===== config.mk =====
export PLATFORM = sky130hd
export DESIGN_NAME = parity_frame_rx_flat
export DESIGN_NICKNAME = d
export VERILOG_FILES = /design/src/rtl/parity_frame_rx_pkg.sv /design/src/rtl/parity_frame_rx_if.sv /design/src/rtl/parity_frame_rx_outreg.sv /design/src/rtl/parity_frame_rx.sv /design/src/flat_wrapper.sv
export SDC_FILE = /design/constraint.sdc
export NUM_CORES = 1
export LEC_CHECK = 0
export CAP_MARGIN = 20
export CORE_MARGIN = 1.5
export CORE_UTILIZATION = 30
export DETAILED_ROUTE_END_ITERATION = 6
export HOLD_SLACK_MARGIN = 0.08
export SLEW_MARGIN = 10
export SYNTH_ARGS = -nofsm -noshare
export SYNTH_HDL_FRONTEND = slang
export SYNTH_SLANG_ARGS = --single-unit

===== constraint.sdc =====
create_clock -name clk -period 1.7 [get_ports clk]
set_input_delay 0.34 -clock clk [delete_from_list [all_inputs] [get_ports clk]]
set_output_delay 0.34 -clock clk [all_outputs]
set_load 0.02 [all_outputs]

===== src/rtl/parity_frame_rx_pkg.sv =====
// Shared definitions for the parity frame receiver and its matching transmitter.
package parity_rx_pkg;

    typedef enum logic [1:0] {
        RX_IDLE   = 2'd0,
        RX_DATA   = 2'd1,
        RX_PARITY = 2'd2,
        RX_STOP   = 2'd3
    } rx_state_t;

    localparam logic START_BIT = 1'b0;
    localparam logic STOP_BIT  = 1'b1;

    // True when the XOR reduction over data and parity matches the selected sense.
    // Narrower words are zero-extended, which leaves the reduction unchanged.
    function automatic logic parity_ok(input logic [31:0] data, input logic par, input logic odd);
        return ((^data) ^ par) == odd;
    endfunction

endpackage


===== src/rtl/parity_frame_rx_if.sv =====
// Word-level valid/ready output bus of the frame receiver.
interface parity_frame_rx_if #(
    parameter int unsigned DATA_W = 8
);
    logic [DATA_W-1:0] out_data;
    logic              out_valid;
    logic              out_ready;
    logic              out_parity_err;
    logic              out_frame_err;

    modport master (
        output out_data, out_valid, out_parity_err, out_frame_err,
        input  out_ready
    );

    modport slave (
        input  out_data, out_valid, out_parity_err, out_frame_err,
        output out_ready
    );
endinterface


===== src/rtl/parity_frame_rx_outreg.sv =====
// Output holding register: loads completed frames, releases them on ready,
// and flags frames that arrive while a word is still held.
module parity_frame_rx_outreg #(
    parameter int unsigned DATA_W = 8
) (
    input  logic              clk,
    input  logic              rst,
    input  logic              load_i,
    input  logic [DATA_W-1:0] data_i,
    input  logic              perr_i,
    input  logic              ferr_i,
    input  logic              ready_i,
    output logic [DATA_W-1:0] data_o,
    output logic              valid_o,
    output logic              perr_o,
    output logic              ferr_o,
    output logic              overrun_o
);

    logic [DATA_W-1:0] data_q;
    logic              valid_q;
    logic              perr_q;
    logic              ferr_q;
    logic              overrun_q;

    // Load wins over consume so a word taken in the same cycle is replaced with no gap.
    always_ff @(posedge clk) begin
        if (rst) begin
            data_q    <= '0;
            valid_q   <= 1'b0;
            perr_q    <= 1'b0;
            ferr_q    <= 1'b0;
            overrun_q <= 1'b0;
        end else begin
            overrun_q <= load_i && valid_q && !ready_i;
            if (load_i && (!valid_q || ready_i)) begin
                data_q  <= data_i;
                perr_q  <= perr_i;
                ferr_q  <= ferr_i;
                valid_q <= 1'b1;
            end else if (valid_q && ready_i) begin
                valid_q <= 1'b0;
            end
        end
    end

    assign data_o    = data_q;
    assign valid_o   = valid_q;
    assign perr_o    = perr_q;
    assign ferr_o    = ferr_q;
    assign overrun_o = overrun_q;

endmodule


===== src/rtl/parity_frame_rx.sv =====
// Serial frame receiver: start, DATA_W data bits LSB-first, parity, stop.
// Deserialises the word, checks parity and framing, hands off on valid/ready.
module parity_frame_rx
    import parity_rx_pkg::*;
#(
    parameter int unsigned DATA_W     = 8,
    parameter bit          PARITY_ODD = 1'b0
) (
    input  logic                     clk,
    input  logic                     rst,
    input  logic                     bit_valid,
    input  logic                     bit_in,
    parity_frame_rx_if.master        out,
    output logic                     overrun,
    output logic                     busy
);

    localparam int unsigned CNT_W = $clog2(DATA_W);

    rx_state_t         state_q;
    logic [CNT_W-1:0]  cnt_q;
    logic [DATA_W-1:0] shift_q;
    logic              par_q;

    logic              frame_stb;
    logic              frame_perr;
    logic              frame_ferr;

    // Frame FSM with bit counter and shift register; advances only on sampled bits.
    always_ff @(posedge clk) begin
        if (rst) begin
            state_q <= RX_IDLE;
            cnt_q   <= '0;
            shift_q <= '0;
            par_q   <= 1'b0;
        end else if (bit_valid) begin
            case (state_q)
                RX_IDLE: begin
                    if (bit_in == START_BIT) begin
                        state_q <= RX_DATA;
                        cnt_q   <= '0;
                    end
                end
                RX_DATA: begin
                    shift_q <= {bit_in, shift_q[DATA_W-1:1]};
                    cnt_q   <= cnt_q + CNT_W'(1);
                    if (cnt_q == CNT_W'(DATA_W - 1)) begin
                        state_q <= RX_PARITY;
                    end
                end
                RX_PARITY: begin
                    par_q   <= bit_in;
                    state_q <= RX_STOP;
                end
                RX_STOP: begin
                    state_q <= RX_IDLE;
                end
                default: begin
                    state_q <= RX_IDLE;
                end
            endcase
        end
    end

    // The stop bit itself completes the frame; the holding register loads on that step.
    assign frame_stb  = bit_valid && (state_q == RX_STOP);
    assign frame_ferr = (bit_in != STOP_BIT);
    assign frame_perr = !parity_ok(32'(shift_q), par_q, PARITY_ODD);
    assign busy       = (state_q != RX_IDLE);

    parity_frame_rx_outreg #(
        .DATA_W (DATA_W)
    ) u_outreg (
        .clk       (clk),
        .rst       (rst),
        .load_i    (frame_stb),
        .data_i    (shift_q),
        .perr_i    (frame_perr),
        .ferr_i    (frame_ferr),
        .ready_i   (out.out_ready),
        .data_o    (out.out_data),
        .valid_o   (out.out_valid),
        .perr_o    (out.out_parity_err),
        .ferr_o    (out.out_frame_err),
        .overrun_o (overrun)
    );

endmodule


===== src/flat_wrapper.sv =====
// flat-port wrapper written by rule: the top's interface ports become plain ports
module parity_frame_rx_flat import parity_rx_pkg::*;
#(
    parameter int unsigned DATA_W     = 8,
    parameter bit          PARITY_ODD = 1'b0
)
  (clk, rst, bit_valid, bit_in, overrun, busy, out_out_data, out_out_valid, out_out_parity_err, out_out_frame_err, out_out_ready);
  parity_frame_rx_if #(.DATA_W(DATA_W)) out_i ();
  input  logic clk;
  input  logic rst;
  input  logic bit_valid;
  input  logic bit_in;
  output logic overrun;
  output logic busy;
  output wire logic [$bits(out_i.out_data)-1:0] out_out_data;
  output wire logic [$bits(out_i.out_valid)-1:0] out_out_valid;
  output wire logic [$bits(out_i.out_parity_err)-1:0] out_out_parity_err;
  output wire logic [$bits(out_i.out_frame_err)-1:0] out_out_frame_err;
  input wire logic [$bits(out_i.out_ready)-1:0] out_out_ready;
  assign out_out_data = out_i.out_data;
  assign out_out_valid = out_i.out_valid;
  assign out_out_parity_err = out_i.out_parity_err;
  assign out_out_frame_err = out_i.out_frame_err;
  assign out_i.out_ready = out_out_ready;
  parity_frame_rx #(.DATA_W(DATA_W), .PARITY_ODD(PARITY_ODD)) u_core (.clk(clk), .rst(rst), .bit_valid(bit_valid), .bit_in(bit_in), .out(out_i), .overrun(overrun), .busy(busy));
endmodule

==> run summary <==
The post-CTS setup buffer count is 0. After detailed routing, the average wire length per cell comes to 10.6 µm. The critical path startpoint category is a register. The cell count after synthesis is 130. The largest driver fanout on the critical path came out at 3. The count of input and output buffers came out at 17.

The number of buffers inserted for hold repair after clock tree synthesis is 0. Clock tree synthesis found a total of 26 sinks. After synthesis, the share of flip-flops with an asynchronous set or reset is 0%. Setup repair after global routing could not meet its margin everywhere. The final hold violation count is 0. The worst vdd rail ir drop is 0.574 mV.

The critical path buffer and inverter count came out at 1. Among all cell types in the netlist, the one instantiated most often is nand2_1. The transition time at the pin with the least slew margin is 0.329 ns.

The tree is rooted in a clkbuf_8. Row generation in the floorplan step produced 21 rows. In this run the static leakage power is between 0.5 and 0.6 nW.

The flow ran to the end, and the final reports show no timing, DRC or antenna violations. The clock passes through at most 2 buffers. The synthesized netlist devotes 6.41% of its cell area to XOR and XNOR gates. The number of distinct standard cells referenced by the synthesized netlist is 25.

The final count of pins violating max slew came to 0. The HPWL after detailed placement is around 1.6 mm. The post-CTS clock slew at the launch and capture registers of the worst setup and hold paths is 0.09 ns. The number of antenna violations at the first check in global routing is 0. The fraction of layout instances using a drive strength above 1 is a little over 10%. The area of the mapped netlist is 1110 µm². In the final routing, the length of wire on met1 measures 951 µm.

The wire length of the first global-routing pass came out at roughly 3.7 mm. For the finished layout, the period the worst path requires is between 1.5 and 2 ns. In the global route stage, overall resource usage came out at 11.4%. In this run the biggest area consumer among cell types represents 46.8% of the synthesized area. The via count of the first global-routing pass is 907. During I/O placement, the number of pins put on the boundary was 18. The area growth from synthesis to layout is 30.4%. The floorplan step set the die width to 63.9 µm. The cell family contributing the most delay on the critical path is buffers and inverters. The placer congestion estimate came out at 0.744. Measured against its own limit, the worst slew margin works out to approximately 80%. The number of inserted filler cells in the final layout is 357. The clock latency on the worst-skew pair is 0.27 ns. The post-detailed-route DRC marker count is 0.

The post-synthesis net count came out at 141. The die outline area is 4080 µm². The longest individual stage delay on the worst path is around 0.6 ns. STA classifies the critical path endpoint as an output pin. The reported max-cap violation count came out at 0. The endpoint arrival time on the critical path came out at 1.23 ns. Traced cell by cell, the critical path runs through clkdlybuf4s50_1. For this design, the slowest cell found on the critical path is clkdlybuf4s50_1. The flip-flop cell with the highest count after synthesis is dfxtp_1. The largest family of logic cells by synthesized area is simple AND/OR/NAND/NOR gates. The sequential element share of the synthesized area is 46.8%. The initial core utilization is 32.3%. Summing the areas of all and, or, nand and nor instances in the mapped netlist gives 20.4% of the synthesized area.

The cell area power density is 863 nW/µm². The post-synthesis sequential element count is 26. The post-route antenna net violation count is 0. Once layout is done, the placed cells without fillers occupy 1450 µm².

The routed length on met2 came out at around 1.1 mm. In this run the worst hold path is classified as reg -> reg. The total placed instance area is 1380 µm². The TritonCTS clock tree is built. The largest net degree at the start of global routing is 16. The floorplan core area came out at 3440 µm². After synthesis, the share of cell area in mux cells is 0.900%. The post-synthesis share of cell area spent on full adders, half adders and majority gates came out at 6.75%. The net total in the final layout is 166. The class of the most critical setup path is reg -> out. The number of clock buffers inserted by TritonCTS came out at 3. The leftover overflow at the end of global routing is 0. The highest clock frequency the design can meet is around 640 MHz. The mean instance size in the synthesized netlist came out at around 8.6 µm². The number of optimization iterations in the first detailed-route pass is 3. The cell taking the most area after synthesis is dfxtp_1. The ratio of final minimum period to clock period is just over 90%. Setup violations remaining at the end of the flow were counted as 0. Summing the areas of all compound-gate instances in the mapped netlist gives 15.0% of the synthesized area. The die outline height is 63.9 µm. Wire segments on met3 add up to 79 µm in the final route.

By area the synthesized netlist is led by dfxtp_1, nand2_1, a21oi_1, ha_1, nand3_1. Counting flops with a built-in enable in the synthesized netlist gives 0. The number of vias after detailed routing came out at 906. The commonest cells after synthesis are nand2_1, dfxtp_1, a21oi_1. The count of routing violations after the opening detailed-route iteration is 26.

On the final layout, the worst clock skew is 0.00138 ns. The overall routed net length came out at 2.11 mm. Using the TritonRoute via totals, the vias-per-cell ratio works out to approximately 4.5. The count of antenna diodes in the layout came out at 0. The yosys synthesis warning count came out at 0. The highest metal layer carrying signal wires in the routed design is met4.

The share of the core filled with cells is 42.1%. For the worst setup path, the data required time is 1.36 ns. CTS built an H-tree with a depth of 1.
through the flow:
stage	hold WS [ns]	power (mW)	setup WS, ns	std cells	setup TNS, ns
global placement	0.443	0.754	0.0921	196	0
global route	0.473	1.30	-0.0355	200	-0.0647
finish	0.456	1.25	0.134	200	0
detailed placement	0.447	0.758	0.0329	196	0
floorplan	0.436	0.704	0.380	130	0
CTS	0.461	1.27	0.0373	200	0
sequential cells by signal, summed over array words and instances, names as in the netlist:
name,count
u_core.shift_q,8
u_core.u_outreg.data_o,8
u_core.cnt_q,3
u_core.state_q,2
u_core.par_q,1
u_core.u_outreg.ferr_o,1
u_core.u_outreg.overrun_o,1
u_core.u_outreg.perr_o,1
u_core.u_outreg.valid_o,1
power breakdown:
part	internal [mW]	switching [mW]	leakage (nW)
combinational	0.0503	0.0676	0.294
clock	0.315	0.197	0.0357
sequential	0.616	0.00569	0.210
total	0.981	0.271	0.540
logic make-up after synthesis:
logic type / after synthesis
simple gates: 53
compound gates: 28
flops: 26
buf+inv: 11
fa+ha+maj: 6
xor+xnor: 5
mux: 1
path summary, 6_finish.rpt:
check / depth (start not counted) / end / slack (ns) / from
hold / removal: 2 / u_core.u_outreg.data_o[4]$_SDFFE_PP0P_ / 0.46 / u_core.u_outreg.data_o[4]$_SDFFE_PP0P_
setup / recovery: 1 / out_out_valid / 0.13 / u_core.u_outreg.valid_o$_SDFFE_PP0P_
setup reg to reg: 7 / u_core.cnt_q[1]$_SDFFE_PP0P_ / 0.16 / u_core.state_q[1]$_SDFFE_PP0P_
hold reg to reg: 2 / u_core.u_outreg.data_o[4]$_SDFFE_PP0P_ / 0.46 / u_core.u_outreg.data_o[4]$_SDFFE_PP0P_
repair_timing:
item	in CTS	in global routing
resized for setup	1	2
endpoints found under the setup margin	1	4
cloned	0	0
layout make-up:
type	count	area, µm²	area share (%)
Multi-Input combinational cell	93	549	37.9
Sequential cell	26	520	35.9
Timing Repair Buffer	26	233	16.0
Tap cell	46	57.6	3.97
Clock buffer	3	41.3	2.85
Clock inverter	1	30.0	2.07
Inverter	5	18.8	1.29
per-layer routing:
layer | vias to the layer above | track usage [%]
li1 | 486 | -
met1 | 401 | 11.6
met2 | 15 | 21.7
met3 | 4 | 3.17
met4 | 0 | 4.08
met5 | - | 0
placed cells by master (no fill, tap or decap), types with 2 or more instances in the layout:
master	Yosys	routed
a21oi_1	20	20
nor2_1	5	5
clkbuf_8	0	3
xnor2_1	2	2
clkdlybuf4s50_1	0	16
buf_4	0	9
ha_1	6	6
nand2_1	31	31
a32oi_1	2	2
inv_1	5	5
nand3_1	12	12
xnor3_1	2	2
dfxtp_1	26	26
Note: power is estimated with default switching activity, not from simulation.
